==> config.mk <==
export PLATFORM = sky130hd
export DESIGN_NAME = a2d_spi_resp
export DESIGN_NICKNAME = d
export VERILOG_FILES = /design/src/rtl/ebike_spi_pkg.sv /design/src/rtl/spi_in_sync.sv /design/src/rtl/a2d_spi_resp.sv
export SDC_FILE = /design/constraint.sdc
export NUM_CORES = 1
export LEC_CHECK = 0
export CAP_MARGIN = 5
export CORE_MARGIN = 10
export CORE_UTILIZATION = 43
export DETAILED_ROUTE_END_ITERATION = 10
export GPL_TIMING_DRIVEN = 0
export PLACE_DENSITY = 0.85
export SLEW_MARGIN = 20
export SYNTH_ARGS = -nofsm -noshare
export SYNTH_HDL_FRONTEND = slang
export SYNTH_SLANG_ARGS = --single-unit
==> constraint.sdc <==
create_clock -name clk -period 2 [get_ports clk]
set_input_delay 0.2 -clock clk [delete_from_list [all_inputs] [get_ports clk]]
set_output_delay 0.2 -clock clk [all_outputs]
set_load 0.01 [all_outputs]
==> src/rtl/ebike_spi_pkg.sv <==
// Shared definitions for the ebike SPI bench models: responder FSM states,
// frame layout and the noise LFSR constants.
package ebike_spi_pkg;

   typedef enum logic [0:0] {IDLE = 1'b0, SHIFT = 1'b1} a2d_state_t;

   localparam int FRAME_BITS  = 16;
   localparam int CH_ADDR_LSB = 11;
   localparam int CH_ADDR_MSB = 13;

   // Fibonacci LFSR, taps 16,14,13,11 -> bit positions 15,13,12,10
   localparam logic [15:0] LFSR_SEED = 16'hACE1;
   localparam logic [15:0] LFSR_TAPS = 16'hB400;

endpackage

==> src/rtl/spi_in_sync.sv <==
// Three-flop input conditioner for an asynchronous SPI line: two flops for
// metastability, a third to detect rising and falling edges in clk.
module spi_in_sync (
   input  logic clk,
   input  logic async_in,
   output logic sync,
   output logic rise,
   output logic fall
);

   logic [2:0] sr;

   // Not reset: the chain must always follow the physical line so that a reset
   // taken while SS_n is low does not fabricate an edge afterwards.
   always_ff @(posedge clk) begin
      sr <= {sr[1:0], async_in};
   end

   assign sync = sr[1];
   assign rise = sr[1] & ~sr[2];
   assign fall = ~sr[1] & sr[2];

endmodule

==> src/rtl/a2d_spi_resp.sv <==
// SPI responder modelling the 8-channel 12-bit A2D converter. The channel
// addressed in one frame is returned in the next. SCLK idles high; MISO is
// shifted on SCLK fall, MOSI sampled on SCLK rise.
// Optional build macro A2D_NOISE_EN: adds -4..+3 LFSR noise to returned values.
module a2d_spi_resp
   import ebike_spi_pkg::*;
#(
   parameter int NUM_CH     = 8,
   parameter int DATA_W     = 12,
   parameter int FRAME_BITS = 16
) (
   input  logic                     clk,
   input  logic                     RST_n,
   input  logic [NUM_CH*DATA_W-1:0] ch_vals,
   input  logic                     SS_n,
   input  logic                     SCLK,
   input  logic                     MOSI,
   output logic                     MISO,
   output logic                     frame_done,
   output logic                     frame_err,
   output logic [2:0]               last_ch
);

   localparam int CNT_W = $clog2(FRAME_BITS + 1);
   localparam logic [CNT_W-1:0] CNT_FULL = CNT_W'(FRAME_BITS);

   logic ss_lvl_unused, ss_rise, ss_fall;
   logic sclk_lvl_unused, sclk_rise, sclk_fall;
   logic mosi_s, mosi_rise_unused, mosi_fall_unused;

   spi_in_sync u_ss   (.clk(clk), .async_in(SS_n), .sync(ss_lvl_unused),   .rise(ss_rise),          .fall(ss_fall));
   spi_in_sync u_sclk (.clk(clk), .async_in(SCLK), .sync(sclk_lvl_unused), .rise(sclk_rise),        .fall(sclk_fall));
   spi_in_sync u_mosi (.clk(clk), .async_in(MOSI), .sync(mosi_s),          .rise(mosi_rise_unused), .fall(mosi_fall_unused));

   a2d_state_t               state;
   logic [CNT_W-1:0]         bit_cnt;
   logic [2:0]               ptr;
   logic [FRAME_BITS-1:0]    tx_shft;
   logic [CH_ADDR_MSB:0]     rx_shft;   // only bits up to the address field matter
   logic [DATA_W-1:0]        load_val;

   logic                     sclk_take;
   logic [CNT_W-1:0]         cnt_upd;
   logic [CH_ADDR_MSB:0]     rx_upd;
   logic [2:0]               addr_map;
   logic                     start_evt;
   logic                     done_evt;

   function automatic logic [DATA_W-1:0] ch_sel(input logic [NUM_CH*DATA_W-1:0] v,
                                                input logic [2:0] idx);
      return v[int'(idx)*DATA_W +: DATA_W];
   endfunction

`ifdef A2D_NOISE_EN
   logic [15:0] lfsr;

   // Adds the signed 3-bit noise and clamps into the converter's code range
   function automatic logic [DATA_W-1:0] sat_add_noise(input logic [DATA_W-1:0] v,
                                                       input logic [2:0] n);
      logic signed [DATA_W+1:0] sum;
      sum = $signed({2'b00, v}) + $signed({{(DATA_W-1){n[2]}}, n});
      if (sum < 0) return '0;
      if (sum > $signed({2'b00, {DATA_W{1'b1}}})) return '1;
      return sum[DATA_W-1:0];
   endfunction

   // Noise source steps once per completed frame
   always_ff @(posedge clk) begin
      if (!RST_n)        lfsr <= LFSR_SEED;
      else if (done_evt) lfsr <= {lfsr[14:0], ^(lfsr & LFSR_TAPS)};
   end

   assign load_val = sat_add_noise(ch_sel(ch_vals, ptr), lfsr[2:0]);
`else
   assign load_val = ch_sel(ch_vals, ptr);
`endif

   // SCLK rise is applied before any coincident SS_n rise is judged
   always_comb begin
      sclk_take = (state == SHIFT) && sclk_rise && (bit_cnt != CNT_FULL);
      cnt_upd   = sclk_take ? bit_cnt + 1'b1 : bit_cnt;
      rx_upd    = sclk_take ? {rx_shft[CH_ADDR_MSB-1:0], mosi_s} : rx_shft;
      addr_map  = rx_upd[CH_ADDR_MSB:CH_ADDR_LSB];
      if (int'(addr_map) >= NUM_CH) addr_map = 3'd0;
      start_evt = (state == IDLE) && ss_fall && !ss_rise;
      done_evt  = (state == SHIFT) && ss_rise && (cnt_upd == CNT_FULL);
   end

   // Control: frame state, bit counter, channel pointer and status pulses
   always_ff @(posedge clk) begin
      if (!RST_n) begin
         state      <= IDLE;
         bit_cnt    <= '0;
         ptr        <= 3'd0;
         last_ch    <= 3'd0;
         frame_done <= 1'b0;
         frame_err  <= 1'b0;
      end else begin
         frame_done <= 1'b0;
         frame_err  <= 1'b0;
         case (state)
            IDLE: begin
               if (start_evt) begin
                  state   <= SHIFT;
                  bit_cnt <= '0;
               end
            end
            default: begin
               bit_cnt <= cnt_upd;
               if (ss_rise) begin
                  state <= IDLE;
                  if (done_evt) begin
                     ptr        <= addr_map;
                     last_ch    <= addr_map;
                     frame_done <= 1'b1;
                  end else if (cnt_upd != '0) begin
                     frame_err  <= 1'b1;
                  end
               end
            end
         endcase
      end
   end

   // Data shifters: value captured at frame start, shifted out on SCLK fall
   always_ff @(posedge clk) begin
      if (start_evt)
         tx_shft <= {{(FRAME_BITS-DATA_W){1'b0}}, load_val};
      else if ((state == SHIFT) && sclk_fall && (bit_cnt != '0) && (bit_cnt != CNT_FULL))
         tx_shft <= {tx_shft[FRAME_BITS-2:0], 1'b0};
      rx_shft <= rx_upd;
   end

   assign MISO = (state == SHIFT) && (bit_cnt != CNT_FULL) && tx_shft[FRAME_BITS-1];

endmodule

==> flow_summary.toml <==
[synth]
synth.avg_cell_area_um2 = 13.0
yosysTopAreaCell = "edfxtp_1"
ys_warn_count = 0
syn_inst = 196
synth_edf_count = 23
ys_seq_elements = 49
ys_top_cells_by_count = "dfxtp_1, mux4_2, edfxtp_1, mux2i_1, nor2_1"
netlist_area_um2 = 2550
synth_area_leaders = "edfxtp_1, mux4_2, dfxtp_1, mux2i_1, a21oi_1"
yosysUniqueCellTypes = 35
synth_top_cell_area_share_pct = 27.0
synth.most_common_cell = "dfxtp_1"
ys_dominant_reg_cell = "dfxtp_1"
syn-num-nets = 299
synthArstFlopShare_pct = 0
ys_seq_area_share_pct = 47.4

[routing]
drtPass1Iterations = 4
ant_nets = 0
drt-total-wl_um = 7310
drt_iter0_drc = 85
drc = 0
post_drt_via_cell_ratio = 5.32
num_vias = 2037
wl_per_cell_um = 19.1

[global_route]
grt_usage_pct = 15.5
grt_pass1_vias = 2283
grt_first_pass_wirelength_um = 11700
antenna_found_initial = 0
grt_max_degree = 17
grt_overflow = 0

[critical_path]
r2r_start = "ptr[0]$_SDFFE_PN0P_"
timing.rr.end = "tx_shft[5]$_DFFE_PP_"
cp_data_arrival_time_ns = 1.90
crit_chain = "buf_4 -> buf_6 -> mux4_2 -> mux2i_1 -> a21oi_1"
end_kind = "flip-flop"
required_ns = 2.05
reg2reg_depth = 5
cpLargestDelayFamily = "multiplexers"
cp_max_fo = 10
max_stage_delay_ns = 0.51
reg2reg_slack_ns = 0.15
critPathKind = "reg2reg"
start_kind = "flip-flop"
cp_slowest_cell = "mux4_2"
critPathBufInv = 2

[final_layout]
n_antenna_cell = 0
final_nets = 410
nFillCells = 440
drive_gt1_share_pct = 17.5
area_growth_pct = 49.8

[timing]
fin_skew_ns = 0.00809
fmax_ghz = 0.539
rsz0062_at_grt = "false"
hold_viol = 0
max_slew.worst_pin.slew_ns = 0.503
timing.final.ws_setup_ns = 0.145
period_minus_slack_ns = 1.85
setup_violations = 0
slew_viol_final = 0
slew-limit-headroom_pct = 66.3
tns_ns = 0
fin_crit_sh_pct = 92.7

[die]
die_w_um = 97.1
pin_count = 107
die-area_um2 = 9420
core_um2 = 5850
rows = 28
start_util_pct = 43.6
dieHeight_um = 97.1

[pwr]
leakagePower_nw = 1.32
peakVddDrop_v = 0.000539
power_density_nw_per_um2 = 564

[job]
maxCapViolCount = 0

[clock_tree]
cts_setup_buffers = 0
cts_buffer_depth = 2
clkLatencyLatePin_ns = 0.31
cts_buffers = 5
clk_pin_slew_worst_paths_ns = 0.09
cts_tree = "yes"
cts_num_sinks = 49
root_buffer = "clkbuf_8"
htreeDepth = 2

[worst_hold_path]
holdPathEnd = "ptr[0]$_SDFFE_PN0P_"
min_from = "RST_n"
hp-class = "in2reg"
hold_depth = 3

[placed_design]
dp.final_hpwl_um = 6090
numPortBuffers = 105
pre_cts_ws_ns = 0.0670
globalplace.congestion = 0.776

[status]
status = "completed"
logic make-up after synthesis:
kind of cell / synth area share, %
muxes: 29.9
buffers and inverters: 4.51
xor gates and xnor gates: 0.343
and+or+nand+nor: 9.31
AOI/OAI and AO/OA: 7.50
adders and majority gates: 0.980
DFF: 47.4
repair_timing:
item | in CTS | in global routing
hold buffers | 0 | 0
setup endpoints to repair | 1 | 4
resized for setup | 4 | 2
hold endpoints to repair | 0 | 0
pin swaps | 0 | 0
worst register-to-register path: cells and delay by family (launching register included):
| family | cells | cell delay (ns) |
|---|---|---|
| muxes | 2 | 0.73 |
| buffers and inverters | 2 | 0.40 |
| DFF | 1 | 0.36 |
| AOI/OAI and AO/OA | 1 | 0.10 |
report_power, final:
| group | internal (W) | switching (W) |
|---|---|---|
| clock network | 0.000368 | 0.000330 |
| logic | 0.000244 | 0.0000967 |
| registers | 0.00110 | 0.0000187 |
flip-flops by register name, summed over array words and instances, names as in the netlist, 2 cells and up:
signal / cells
tx_shft: 16
bit_cnt: 5
u_mosi.sr: 2
u_ss.sr: 3
ptr: 3
u_sclk.sr: 3
rx_shft: 14
per-layer routing:
metal,vias up,track usage (%),share of wire (%)
met1,970,15.4,36
li1,967,-,-
met2,96,27.6,52
met5,-,0,0
met4,0,4.09,0.96
met3,4,7.97,11
stage by stage:
stage | instance area, um2 | hold slack [ns] | total power (W) | instances | utilization, %
3_5_place_dp | 3700 | 0.319 | 0.00148 | 376 | 63.2
3_3_place_gp | 3700 | 0.311 | 0.00147 | 376 | 63.2
2_1_floorplan | 2550 | 0.228 | 0.00126 | 196 | -
6_report | 3820 | 0.255 | 0.00216 | 383 | 65.4
5_1_grt | 3820 | 0.270 | 0.00224 | 383 | 65.4
4_1_cts | 3820 | 0.254 | 0.00217 | 384 | 65.4
worst max path at each step:
stage	slack [ns]	end	cells after the start	from
final	0.15	tx_shft[5]$_DFFE_PP_	5	ptr[0]$_SDFFE_PN0P_
after global routing	0.05	tx_shft[5]$_DFFE_PP_	5	ptr[0]$_SDFFE_PN0P_
after CTS	0.001	MISO	5	bit_cnt[1]$_SDFFE_PN0P_
after detailed placement	0.07	ptr[0]$_SDFFE_PN0P_	8	bit_cnt[0]$_SDFFE_PN0P_
after global placement	0.12	tx_shft[5]$_DFFE_PP_	5	ptr[1]$_SDFFE_PN0P_
after floorplan	0.30	ptr[0]$_SDFFE_PN0P_	8	bit_cnt[0]$_SDFFE_PN0P_
cells in the final DEF, fill, tap and decap left out, types with 5 or more instances in the layout:
cell,n
edfxtp_1,23
inv_1,7
mux2i_1,19
a211oi_1,5
a21oi_1,17
nor2_1,19
mux4_2,24
buf_2,5
clkbuf_8,5
dfxtp_1,24
clkdlybuf4s50_1,104
nand2_1,11
cell type report:
| cell class | instances | area, um2 | area share [%] |
|---|---|---|---|
| timing repair buffer | 105 | 1050 | 27.5 |
| buffer | 12 | 77.6 | 2.03 |
| multi-input combinational | 125 | 1240 | 32.4 |
| sequential | 49 | 1220 | 31.8 |
| clock inverter | 3 | 41.3 | 1.08 |
| inverter | 9 | 33.8 | 0.883 |
| tap | 75 | 93.8 | 2.45 |
| clock buffer | 5 | 68.8 | 1.80 |
Note: power is estimated with default switching activity, not from simulation.
